File: src/rtl/chimera_clu_clk_ctrl.sv
// Per-cluster clock-gating sequencer: isolate, drain outstanding narrow AXI traffic,
// gate once idle, and run a timed wake on release. One independent FSM per cluster.
module chimera_clu_clk_ctrl #(
  parameter int unsigned NumClusters    = 5,
  parameter int unsigned MaxOutstanding = 16,
  parameter int unsigned WakeCycles     = 4,
  parameter int unsigned DrainTimeout   = 1024
) (
  input  logic                   clk_i,
  input  logic                   rst_ni,
  input  logic [NumClusters-1:0] gate_req_i,
  input  logic [NumClusters-1:0] clu_busy_i,
  input  logic [NumClusters-1:0] txn_start_i,
  input  logic [NumClusters-1:0] txn_end_i,
  output logic [NumClusters-1:0] clk_en_o,
  output logic [NumClusters-1:0] isolate_o,
  output logic [NumClusters-1:0] gated_o,
  output logic [NumClusters-1:0] timeout_o,
  output logic [NumClusters-1:0] cnt_err_o
);

  localparam int unsigned CntW   = $clog2(MaxOutstanding + 1);
  localparam int unsigned DrainW = (DrainTimeout > 1) ? $clog2(DrainTimeout) : 1;
  localparam int unsigned WakeW  = (WakeCycles > 1) ? $clog2(WakeCycles) : 1;

  localparam logic [CntW-1:0]   CntMax    = CntW'(MaxOutstanding);
  localparam logic [DrainW-1:0] DrainLast = DrainW'((DrainTimeout > 0) ? DrainTimeout - 1 : 0);
  localparam logic [WakeW-1:0]  WakeLast  = WakeW'((WakeCycles > 0) ? WakeCycles - 1 : 0);

  localparam logic [2:0] ACTIVE  = 3'd0;
  localparam logic [2:0] ISOLATE = 3'd1;
  localparam logic [2:0] DRAIN   = 3'd2;
  localparam logic [2:0] GATED   = 3'd3;
  localparam logic [2:0] WAKE    = 3'd4;

  if (WakeCycles < 1) begin : g_bad_wake
    $fatal(1, "chimera_clu_clk_ctrl: WakeCycles must be >= 1");
  end

  for (genvar i = 0; i < NumClusters; i++) begin : g_clu
    logic [2:0]        state_q, state_d;
    logic [CntW-1:0]   cnt_q;
    logic [DrainW-1:0] drain_q;
    logic [WakeW-1:0]  wake_q;
    logic              rearm_q, timeout_q, err_q;
    logic              idle, drain_expire, timeout_hit;

    // Idle uses the registered count, so an end pulse in this cycle only counts next cycle.
    assign idle         = (cnt_q == '0) && !clu_busy_i[i];
    assign drain_expire = (DrainTimeout != 0) && (drain_q == DrainLast);
    assign timeout_hit  = (state_q == DRAIN) && gate_req_i[i] && !idle && drain_expire;

    always_comb begin
      // NOTE: default assignment first so no path leaves state_d unassigned (no latch).
      state_d = state_q;
      unique case (state_q)
        ACTIVE:  if (gate_req_i[i] && rearm_q) state_d = ISOLATE;
        ISOLATE: state_d = DRAIN;
        DRAIN: begin
          if (!gate_req_i[i])    state_d = ACTIVE;
          else if (idle)         state_d = GATED;
          else if (drain_expire) state_d = ACTIVE;
        end
        GATED:   if (!gate_req_i[i]) state_d = WAKE;
        WAKE:    if (wake_q == WakeLast) state_d = ACTIVE;
        default: state_d = ACTIVE;
      endcase
    end

    // NOTE: sequential state uses non-blocking assignments so every flop samples pre-edge values.
    always_ff @(posedge clk_i or negedge rst_ni) begin
      if (!rst_ni) begin
        state_q   <= ACTIVE;
        drain_q   <= '0;
        wake_q    <= '0;
        rearm_q   <= 1'b1;
        timeout_q <= 1'b0;
      end else begin
        state_q <= state_d;
        drain_q <= (state_q == DRAIN) ? drain_q + DrainW'(1) : '0;
        wake_q  <= (state_q == WAKE)  ? wake_q + WakeW'(1)   : '0;
        if (!gate_req_i[i]) begin
          rearm_q   <= 1'b1;
          timeout_q <= 1'b0;
        end else if (timeout_hit) begin
          rearm_q   <= 1'b0;
          timeout_q <= 1'b1;
        end
      end
    end

    // Outstanding counter runs in every state; simultaneous start and end cancel.
    always_ff @(posedge clk_i or negedge rst_ni) begin
      if (!rst_ni) begin
        cnt_q <= '0;
        err_q <= 1'b0;
      end else if (txn_start_i[i] && !txn_end_i[i]) begin
        if (cnt_q == CntMax) err_q <= 1'b1;
        else                 cnt_q <= cnt_q + CntW'(1);
      end else if (txn_end_i[i] && !txn_start_i[i]) begin
        if (cnt_q == '0) err_q <= 1'b1;
        else             cnt_q <= cnt_q - CntW'(1);
      end
    end

    assign clk_en_o[i]  = (state_q != GATED);
    assign isolate_o[i] = (state_q != ACTIVE);
    assign gated_o[i]   = (state_q == GATED);
    assign timeout_o[i] = timeout_q;
    assign cnt_err_o[i] = err_q;
  end

endmodule

File: config.mk
export PLATFORM = sky130hd
export DESIGN_NAME = chimera_clu_clk_ctrl
export DESIGN_NICKNAME = d
export VERILOG_FILES = /design/src/rtl/chimera_clu_clk_ctrl.sv
export SDC_FILE = /design/constraint.sdc
export NUM_CORES = 1
export LEC_CHECK = 0
export CELL_PAD_IN_SITES_DETAIL_PLACEMENT = 1
export CELL_PAD_IN_SITES_GLOBAL_PLACEMENT = 2
export CORE_MARGIN = 2
export CORE_UTILIZATION = 34
export DETAILED_ROUTE_END_ITERATION = 16
export PLACE_DENSITY = 0.77
export SYNTH_ARGS = -nofsm -noshare
export SYNTH_HDL_FRONTEND = slang
export SYNTH_SLANG_ARGS = --single-unit
File: constraint.sdc
create_clock -name clk_i -period 1.9 [get_ports clk_i]
set_input_delay 0.38 -clock clk_i [delete_from_list [all_inputs] [get_ports clk_i]]
set_output_delay 0.38 -clock clk_i [all_outputs]
set_load 0.01 [all_outputs]
* Yosys cells after proc, flatten, opt, wreduce, memory -nomap -nowiden
Cells that the tools add are included.
** Cells by class
- Add/subtract/negate cells :: 20
- Equality and inequality tests :: 80
- Multiplexer cells :: 105
- Reductions and logical operators :: 95
** Operator list (count)
- 5-bit 2-to-1 mux :: 20
- 3-bit 2-to-1 mux :: 30
- 3-bit one-hot mux with 5 select lines :: 5
- 10-bit by 1-bit adder with 10-bit output (second input constant) :: 5
- 10-bit equality test (second input constant) :: 5
- 10-bit 2-to-1 mux :: 5
- 2-bit inequality test (second input constant) :: 21
- 1-bit 2-to-1 mux :: 40
- 1-bit logical AND :: 35
- 3-bit by 2-bit equality test with 1-bit output (second input constant) :: 10
- 3-bit AND reduction :: 10
- 2-bit by 1-bit inequality test with 1-bit output (second input constant) :: 14
- 5-bit by 1-bit adder with 5-bit output (second input constant) :: 5
- 5-bit equality test (second input constant) :: 5
- 5-bit logical NOT :: 5
- 5-bit by 1-bit subtractor with 5-bit output (second input constant) :: 5
- 1-bit logical NOT :: 20
- 4-bit inequality test (second input constant) :: 5
- 4-bit AND reduction :: 5
- 2-bit nonzero test :: 10
- 3-bit by 1-bit equality test with 1-bit output (second input constant) :: 5
- 3-bit equality test (second input constant) :: 5
- 3-bit logical NOT :: 5
- 3-bit by 2-bit inequality test with 1-bit output (second input constant) :: 5
- other kinds (4) :: 20
** Word-level totals
- Flip-flop bits (word level) :: 115
- Input port bits :: 22
- Output and inout port bits :: 25
- Word-level logic and storage cells :: 335

* Longest topological paths before layout
- Word-level depth :: 7
- Gate-level depth with buffers :: 8
- Mapped depth without buffers :: 8

* Worst setup path before layout
No wires, ideal clock.
- Path kind :: input to register
- From :: input port txn_end_i[3]
- To :: register g_clu[3].cnt_q[4]
- Library setup time :: 0.094 ns
- Arrival time :: 2.078 ns
- Required time :: 1.806 ns
- Slack :: -0.272 ns
- Cell stages on the path :: 8
- Path buffers :: 0
- Cells stage by stage :: inv_1 > ha_1 > inv_2 > fa_1 > a21o_1 > a21oi_1 > mux2_2 > a211oi_1
** On the way
- Cells in the longest elaborated chain, start to end :: 4
** Ends and longest elaborated chain
- start: declaration :: RTL line 14 : input logic [NumClusters-1:0] txn_end_i,
- 1-bit logical NOT :: RTL line 97 : end else if (txn_start_i[i] && !txn_end_i[i]) begin
- 1-bit logical AND :: RTL line 97
- 2-bit inequality test (no source line), or another cell as far along
- 3-bit AND reduction (no source line)
- end signal: assignment :: RTL line 99 : else cnt_q <= cnt_q + CntW'(1);
- end signal: assignment :: RTL line 102 : else cnt_q <= cnt_q - CntW'(1);
- end: declaration :: RTL line 42 : logic [CntW-1:0] cnt_q;
Parallel ways exist; a longest one is shown, timed or not.
A chain may end at the register's enable or synchronous reset.

* Worst setup path after layout
- From :: register g_clu[0].state_q[2]
- To :: output port isolate_o[0]
** On the way
- Cells in the longest elaborated chain, start to end :: 1
** Ends and longest elaborated chain
- start: declaration :: RTL line 41 : logic [2:0] state_q, state_d;
- start signal: assignment :: RTL line 79 : state_q <= state_d;
- 3-bit nonzero test :: RTL line 107 : assign isolate_o[i] = (state_q != ACTIVE);
- end: declaration :: RTL line 16 : output logic [NumClusters-1:0] isolate_o,
No other way between the ends.

==> qor.csv <==
stage,metric,value,unit
drt,Metal-1 WL,5950,um
setup_path,endpoint type of the worst setup path,output pin,
place,Post-Place Worst Slack,-0.611,ns
clocking,worst skew pair latency,0.42,ns
setup_path,FF-to-FF setup slack,0.09,ns
hold_path,min-delay src,txn_end_i[0],
clocking,CTS sink count,115,
sta,Final Hold Vio Count,0,
final_layout,final cell count without fillers,955,
setup_path,Worst EP required,1.52,ns
yosys,Synth Instances,600,
clocking,Max Root-Sink Buffers,2,
hold_path,hold crit path type,in -> reg,
sta,final setup vio count,0,
final_layout,ant diodes,0,
hold_path,WHS Path Cells,3,
final_layout,area growth from synthesis to layout,32.8,%
setup_path,Arrival @ worst endpoint,1.46,ns
drt,Routed WL per cell,14.6,um
power,switch share,33.7,%
place,port buffer count,46,
drt,Top Metal Used,met4,
grt,pin count of the biggest net entering global routing,31,
yosys,Yosys top cell by area,dfrtp_1,
drt,via count,4744,
power,Comb pwr share,37.4,%
hold_path,Hold EP,g_clu[0].err_q,
floorplan,Initial Utilization,35.0,%
drt,initial DRC count,185,
yosys,#FFs+latches synth,115,
place,dpl cells,905,
yosys,Mapped Nets,661,
clocking,root buf cell,clkbuf_16,
yosys,Mean Syn Cell Area,10.1,um^2
job,max cap viols,0,
setup_path,Crit Reg-Reg Startpoint,g_clu[3].cnt_q[0],
floorplan,die span in y,138,um
clocking,TritonCTS clock tree,done,
power,total power after layout,11.6,mW
power,pwr/cell area,1440,nW/um^2
yosys,area share of the largest cell type after synthesis,45.2,%
sta,Tmin final,1.84,ns
place,hpwl dp,10000,um
setup_path,peak fanout along the critical path,2,
grt,vias in the first global route,5110,
grt,first-pass GRT wire length,24000,um
setup_path,RR Endpoint,g_clu[3].cnt_q[4],
grt,initial antenna violation count,0,
grt,Total GRT Usage,16.2,%
floorplan,std cell rows,48,
power,peak supply drop,0.000661,V
setup_path,R2R depth,5,
yosys,area of the mapped netlist,6090,um^2
drt,met3 wire length,366,um
sta,max-slew violation count,0,
status,status,completed,
power,sequential share of power,32.0,%
drt,metal2 WL,7370,um
sta,skew final,0.00673,ns
floorplan,I/O pin count,47,
power,Sw Pwr,3.91,mW
yosys,synth top area cells,"dfrtp_1, ha_1, nor2_1, xor2_1, xnor2_1",
clocking,Num CTS Buffers,17,
yosys,Post-synth top cells,"dfrtp_1, nor2_1, nand2_1",
clocking,"CTS clk-pin slew, worst paths",0.05,ns
yosys,part of the Yosys area used for sequential elements,47.4,%
final_layout,final design utilization,46.4,%
grt,total grt overflow,0,
yosys,"FFs w/ async S/R, synth",100,%
final_layout,Layout Nets,778,
sta,relative max-transition margin,68.9,%
sta,RSZ-0062 raised after global routing,false,
drt,drt first pass iters,4,
clocking,H-tree depth reported by CTS,4,
yosys,most numerous cell in the Yosys netlist,dfrtp_1,
power,Static Leakage,3.70,nW
yosys,Main synth FF type,dfrtp_1,
sta,Worst-Margin Slew,0.462,ns
floorplan,Chip Width,138,um
yosys,number of flops mapped to enable cells by yosys,0,
drt,Post-DRT Antenna Nets,0,
drt,drt total wl,14000,um
drt,DRC,0,
power,power share of the clock group,30.6,%
sta,Final Cycle Share,96.9,%
power,cell internal pwr,7.70,mW
floorplan,die area,19000,um^2
setup_path,critical path class,reg -> out,
setup_path,startpoint types,register,
sta,worst setup margin,0.0589,ns
drt,Vias/cell,4.97,
yosys,Syn. warnings,0,
sta,Max Freq,543,MHz
yosys,synth unique cells,54,
final_layout,layout cells sized above 1,24.5,%
floorplan,Core Box Area,17400,um^2
place,GPL Wtd Cong,0.783,
logic make-up after synthesis:
| family | synth area share [%] |
|---|---|
| compound gates | 10.7 |
| xor+xnor | 7.91 |
| fa+ha+maj | 8.63 |
| buf+inv | 4.64 |
| flops | 47.4 |
| mux | 1.29 |
| simple gates | 19.4 |
worst max-delay path: stages, from the launching register on:
cell     delay, ns
dfrtp_2       0.39
buf_4         0.13
or3_1         0.37
buf_2         0.15
stage by stage:
step	setup TNS (ns)	cell area (um^2)	hold WS, ns
4_1_cts	0	8020	0.411
3_3_place_gp	-5.52	7220	0.365
3_5_place_dp	-7.29	7220	0.371
2_1_floorplan	-0.00387	6170	0.0844
5_1_grt	0	8080	0.452
6_report	0	8080	0.427
cells in the final DEF, fill, tap and decap left out, drive strengths merged, types with 12 or more instances in the layout:
| cell type | n |
|---|---|
| dfrtp | 110 |
| buf | 75 |
| nor2 | 74 |
| nand2 | 51 |
| inv | 43 |
| ha | 34 |
| xor2 | 30 |
| xnor2 | 25 |
| a21oi | 24 |
| clkdlybuf4s50 | 23 |
| nor3 | 21 |
| clkbuf | 19 |
| nand3 | 18 |
| o21ai | 18 |
| dlygate4sd2 | 14 |
| a21o | 13 |
| nand4 | 12 |
layout make-up:
| cell class | count | area [um^2] |
|---|---|---|
| inverters | 43 | 171 |
| fillers | 1949 | 9330 |
| flip-flops and latches | 115 | 2890 |
| multi-input cells | 423 | 3080 |
| repair buffers | 117 | 1000 |
| clock buffers | 19 | 453 |
| clock inverters | 13 | 206 |
| well taps | 225 | 282 |
routing by layer:
| metal | track usage [%] | vias to the layer above |
|---|---|---|
| li1 | - | 2316 |
| met1 | 18.4 | 2357 |
| met2 | 29.3 | 49 |
| met3 | 3.90 | 22 |
| met4 | 6.46 | 0 |
| met5 | 0 | - |
worst max-delay path by stage:
stage,from,end,slack [ns],cells past startpoint
floorplan,txn_end_i[3],g_clu[3].cnt_q[4],-0.004,8
global route,g_clu[4].cnt_q[0],g_clu[4].state_q[1],0.003,4
global placement,txn_end_i[0],g_clu[0].cnt_q[4],-0.54,8
finish,g_clu[0].state_q[2],isolate_o[0],0.06,3
detailed placement,txn_end_i[0],g_clu[0].cnt_q[4],-0.61,8
CTS,txn_end_i[2],g_clu[2].cnt_q[3],0.002,10
power groups by stage:
stage / Sequential [mW] / Clock (mW) / Combinational [mW]
after floorplan: 3.63 / 0 / 2.53
after global placement: 3.78 / 0 / 3.76
after detailed placement: 3.82 / 0 / 4.00
after CTS: 3.71 / 3.65 / 4.30
after global routing: 3.84 / 3.76 / 4.86
final: 3.72 / 3.55 / 4.34
flip-flops by register name, summed over array words and instances (netlist names):
signal / cells
g_clu.err_q: 5
g_clu.wake_q: 10
g_clu.cnt_q: 25
g_clu.timeout_q: 5
g_clu.drain_q: 50
g_clu.rearm_q: 5
g_clu.state_q: 15
what timing repair did:
action	CTS	global route
resized for setup	50	17
buffers inserted	14	3
endpoints found under the hold margin	25	0
hold buffers	1	0
pin swaps	8	10
endpoints found under the setup margin	22	11
No activity file was read; power rests on OpenSTA's default activity.
